File: config.mk
export PLATFORM = sky130hd
export DESIGN_NAME = lights_out_input
export DESIGN_NICKNAME = d
export VERILOG_FILES = /design/src/rtl/lights_out_input.sv
export SDC_FILE = /design/constraint.sdc
export NUM_CORES = 1
export LEC_CHECK = 0
export BUFFER_PORTS_ARGS = -buffer_cell sky130_fd_sc_hd__buf_2
export CORE_AREA = 4 4 76 131
export CTS_CLUSTER_DIAMETER = 60
export DETAILED_ROUTE_END_ITERATION = 12
export DIE_AREA = 0 0 80 135
export MAX_ROUTING_LAYER = met4
export PLACE_DENSITY = 0.59
export SYNTH_ARGS = -nofsm -noshare
export SYNTH_HDL_FRONTEND = slang
export SYNTH_SLANG_ARGS = --single-unit
File: constraint.sdc
create_clock -name clk -period 2.3 [get_ports clk]
set_input_delay 0.46 -clock clk [delete_from_list [all_inputs] [get_ports clk]]
set_output_delay 0.46 -clock clk [all_outputs]
set_load 0.01 [all_outputs]
File: src/rtl/lights_out_input.sv
`default_nettype none
// ============================================================================
//  Module      : lights_out_input
//  Description : Button front end for a Lights Out game. Synchronizes and
//                debounces five raw buttons, turns debounced rising edges into
//                cursor moves, and issues valid/ready toggle requests for the
//                cell under the cursor.
//  Ports       : clk        - rising-edge clock
//                rst        - synchronous active-high reset
//                ena        - when low, debounced events are discarded
//                btn_raw    - raw buttons {press,right,left,down,up}
//                cursor_x/y - current cursor column / row
//                move_valid - toggle request pending
//                move_idx   - pending cell index, y*BOARD_W+x
//                move_ready - game core accepts the pending request
//                move_drop  - one-cycle pulse when a press is discarded
//  Config      : define LIGHTS_OUT_WRAP_EN to make the cursor wrap at the
//                board edges instead of saturating.
//  Revision    : 1.0 - initial release
// ============================================================================
module lights_out_input #(
  parameter int DEBOUNCE_CYCLES = 16,
  parameter int BOARD_W         = 5,
  parameter int BOARD_H         = 5
) (
  input  logic       clk,
  input  logic       rst,
  input  logic       ena,
  input  logic [4:0] btn_raw,
  output logic [2:0] cursor_x,
  output logic [2:0] cursor_y,
  output logic       move_valid,
  output logic [5:0] move_idx,
  input  logic       move_ready,
  output logic       move_drop
);

  localparam logic [7:0] c_CNT_MAX = 8'(DEBOUNCE_CYCLES - 1);
  localparam logic [2:0] c_XMAX    = 3'(BOARD_W - 1);
  localparam logic [2:0] c_YMAX    = 3'(BOARD_H - 1);
`ifdef LIGHTS_OUT_WRAP_EN
  localparam bit c_WRAP = 1'b1;
`else
  localparam bit c_WRAP = 1'b0;
`endif

  logic [4:0] r_sync1;
  logic [4:0] r_sync2;
  logic [4:0] r_level;
  logic [4:0] r_rise;
  logic [7:0] r_cnt [5];

  logic [2:0] r_x;
  logic [2:0] r_y;
  logic       r_valid;
  logic [5:0] r_idx;
  logic       r_drop;

  logic [4:0] w_evt;
  logic [2:0] w_xn;
  logic [2:0] w_yn;
  logic [5:0] w_cur_idx;
  logic       w_accept;

  // Two-flop synchronizer on every raw button.
  always_ff @(posedge clk) begin
    if (rst) begin
      r_sync1 <= '0;
      r_sync2 <= '0;
    end else begin
      r_sync1 <= btn_raw;
      r_sync2 <= r_sync1;
    end
  end

  // Debounce: the counter measures how long the synchronized value has
  // disagreed with the accepted level; any agreement restarts it. r_rise
  // flags the cycle right after the level goes 0->1 (releases are ignored).
  always_ff @(posedge clk) begin
    if (rst) begin
      r_level <= '0;
      r_rise  <= '0;
      for (int i = 0; i < 5; i++) r_cnt[i] <= '0;
    end else begin
      for (int i = 0; i < 5; i++) begin
        r_rise[i] <= 1'b0;
        if (r_sync2[i] == r_level[i]) begin
          r_cnt[i] <= '0;
        end else if (r_cnt[i] == c_CNT_MAX) begin
          r_level[i] <= r_sync2[i];
          r_rise[i]  <= r_sync2[i];
          r_cnt[i]   <= '0;
        end else begin
          r_cnt[i] <= r_cnt[i] + 8'd1;
        end
      end
    end
  end

  assign w_evt     = r_rise & {5{ena}};
  assign w_accept  = r_valid & move_ready;
  // Index uses the cursor before this cycle's move is applied.
  assign w_cur_idx = 6'(r_y) * 6'(BOARD_W) + 6'(r_x);

  // Next cursor position; opposite directions on one axis cancel.
  always_comb begin
    w_xn = r_x;
    w_yn = r_y;
    if (w_evt[3] && !w_evt[2])
      w_xn = (r_x == c_XMAX) ? (c_WRAP ? 3'd0 : r_x) : r_x + 3'd1;
    if (w_evt[2] && !w_evt[3])
      w_xn = (r_x == 3'd0) ? (c_WRAP ? c_XMAX : r_x) : r_x - 3'd1;
    if (w_evt[1] && !w_evt[0])
      w_yn = (r_y == c_YMAX) ? (c_WRAP ? 3'd0 : r_y) : r_y + 3'd1;
    if (w_evt[0] && !w_evt[1])
      w_yn = (r_y == 3'd0) ? (c_WRAP ? c_YMAX : r_y) : r_y - 3'd1;
  end

  // Cursor and request handshake. A press arriving in the accept cycle
  // replaces the outgoing request, so the slot is free for it.
  always_ff @(posedge clk) begin
    if (rst) begin
      r_x     <= '0;
      r_y     <= '0;
      r_valid <= 1'b0;
      r_idx   <= '0;
      r_drop  <= 1'b0;
    end else begin
      r_x    <= w_xn;
      r_y    <= w_yn;
      r_drop <= 1'b0;
      if (w_evt[4]) begin
        if (!r_valid || w_accept) begin
          r_valid <= 1'b1;
          r_idx   <= w_cur_idx;
        end else begin
          r_drop <= 1'b1;
        end
      end else if (w_accept) begin
        r_valid <= 1'b0;
      end
    end
  end

  assign cursor_x   = r_x;
  assign cursor_y   = r_y;
  assign move_valid = r_valid;
  assign move_idx   = r_idx;
  assign move_drop  = r_drop;

endmodule
`default_nettype wire

==> impl_results.md <==
* Post-synth EDFFs at 40
* Placed cell areas at 4070 µm²
* Post-synth top cells: edfxtp_1, a21oi_1, dfxtp_1
* Mapped Avg Cell Area at 9.97 µm²
* Via count at around 2800
* Slew Limit Headroom at 62.8%
* Hpwl dp at around 5200 µm
* Clock Tree Root: clkbuf_16
* Grt met3 use at 3.87%
* Postcts setup bufs at 0
* CTS max path bufs at 2
* WHS Path Cells at 2
* Area Overhead vs Synth at 18.9%
* Complex-gate fraction of the synthesized area at between 10% and 20%
* Final worst-path cycle share at between 80% and 90%
* Most frequent cell after synthesis: edfxtp_1
* IO Pins at 23
* Initial antenna violation count at 0
* First-pass DRT Iterations at 4
* PwrDens at 673 nW/µm²
* Asr flop ratio synth at 0%
* Clock-pin slew on the worst setup and hold paths at 50 ps
* CTS tree: yes
* Mux cell area share after synthesis at 0%
* Final setup viols at 0
* Hold slack at 334 ps
* Reg2reg path depth at 7
* H-tree depth at 3
* Fin util at 48.6%
* Die X at 80 µm
* Least-Margin Pin Slew at between 500 and 600 ps
* Worst-path fanout max at 6
* Avg WL per Cell at around 12 µm
* Placed Instances at about 550
* Sw Pwr at 0.599 mW
* # DRC at 0
* Post-route insts no fill at 562
* Nets at between 400 and 500
* Top FF cell, synth: edfxtp_1
* Sequential Power Share at 50.2%
* Clock Sinks at 74
* Cell Int Power at 2.34 mW
* Power Total at ~2.9 mW
* R2R Setup Slk at approximately 230 ps
* Mapped cell area at 3670 µm²
* ANT cells at 0
* Count of input and output buffers at 22
* PostCTS Resize Cnt at 0
* Switching portion of total power at 20.4%
* Adder-cell share of the synthesized area at 7.10%
* Post-Place Worst Slack at between 150 and 200 ps
* FMAX at 0.484 GHz
* RSZ-0062 raised after global routing: false
* Std-Cell Rows at 46
* Largest family of logic cells by synthesized area: simple AND/OR/NAND/NOR gates
* Clock period minus final worst setup slack at 2070 ps
* Leakage Power at 1.68 nW
* Worst Clk Skew at 3.72 ps
* First-pass GRT wire length at 11900 µm
* Final antenna-violating net count at 0
* Synth area leader: edfxtp_1
* Share of power burned in the clock network at 46.3%
* CTS Hold Bufs at 0
* Sequential share of the synthesized area at roughly half
* Synth area leaders: edfxtp_1, dfxtp_1, ha_1
* HP Class: input port to flop
* Maxcap violations at 0
* Die height at 135 µm
* Gpl congestion at 0.809
* Largest net degree at the start of global routing at 32
* Post-Synth XOR/XNOR Area at 3.58%
* Final WS setup at around 230 ps
* Final Hold Violating Endpoints at 0
* Layout cell share with drive strength beyond 1 at 9.50%
* Worst VDD drop at 0.000420 V
* Drt total wl at 6940 µm
* Worst endpoint required time at 2550 ps
* Die ar. at 10800 µm²
* Setup TNS at 0 ps
* Number of global-route vias before repair at 2732
* Total GRT Usage at 14.6%
* Post-Synth Simple-Gate Area at 20.6%
* Starting DRC count in detailed routing at 96
* Met2 Track Usage GR at 24.2%
* Post-synth top area share at between 30% and 40%
* Critical path arrival at 2320 ps
* Warnings, synthesis at 0
* Grt ovf at 0
* GRT busiest layer: met2
* CP Class: flop to flop
* CTS Buf Count at 9
* Clk_lat worst skew at 330 ps
* Core region area at approximately 9000 µm²
* Initial Utilization at 40.8%
* Outcome: complete, no violations
* Met1 Usage GRT at 15.7%
* Combinational share of power at 3.6%
* Layout Cell Area excl Fill at 4360 µm²
* Syn Inst Count at 368
* Kind of start point of the critical path: flop
* Synth unique cells at 41
* Pins over their slew limit at 0
* Filler Cell Count at 900
* Vias per inst at 5.06
* Yosys reg bits at 74
* Setup crit end kind: flop
final timing paths:
| path | from | end |
|---|---|---|
| max | cursor_y[2] | move_idx[5] |
| min | btn_raw[3] | r_sync1[3] |
| max reg2reg | cursor_y[2] | move_idx[5] |
| min reg2reg | r_sync1[3] | r_sync2[3] |
cell type report:
cell class	count	area [µm²]	share of cell area (%)
Multi-Input combinational cell	306	1830	41.9
Timing Repair Buffer	25	133	3.04
Inverter	21	78.8	1.81
Sequential cell	74	1880	43.1
Clock buffer	13	250	5.74
Clock inverter	3	38.8	0.889
Tap cell	120	150	3.44
worst max-delay path: stages, from the launching register on:
cell	delay, ps
dfxtp_1	450
ha_1	290
ha_1	310
inv_1	80
fa_1	450
nor2b_1	130
o21ai_0	90
a211oi_1	190
registers in the layout, summed over array words and instances, names as in the netlist:
| register | cells |
|---|---|
| move_drop | 1 |
| move_idx | 6 |
| cursor_y | 3 |
| cursor_x | 3 |
| r_level | 5 |
| r_sync1 | 5 |
| r_sync2 | 5 |
| move_valid | 1 |
| r_cnt | 40 |
| r_rise | 5 |
routing by layer:
layer  part of all wire, %  up-vias  wire, µm
met4                   2.6        0       180
met2                    51       36      3520
li1                      -     1466         -
met3                   3.5       18       240
met5                     0        -         0
met1                    43     1322      3000
cell usage in the layout (no fill, tap or decap), drive strengths merged, types with 4 or more instances in the layout:
master,count
a21oi,36
and3,4
and4,4
buf,25
clkbuf,13
conb,40
dfxtp,34
edfxtp,40
ha,16
inv,21
nand2,23
nand3,22
nand4,7
nor2,27
nor2b,12
nor3,7
nor4,5
o211ai,9
o21ai,25
or3,19
or4,5
xnor2,8
xor2,7
power groups by stage:
stage / clock network, mW / registers (mW) / logic, mW
after CTS: 1.40 / 1.47 / 0.104
after global routing: 1.45 / 1.48 / 0.122
after floorplan: 0 / 1.49 / 0.0771
final: 1.36 / 1.47 / 0.104
after detailed placement: 0 / 1.50 / 0.103
after global placement: 0 / 1.50 / 0.101
kinds of logic after synthesis:
family	Yosys count
AOI/OAI and AO/OA	89
xor gates and xnor gates	15
adders and majority gates	19
buffers and inverters	27
DFF	74
other	1
and+or+nand+nor	143
No activity file was read; power rests on OpenSTA's default activity.
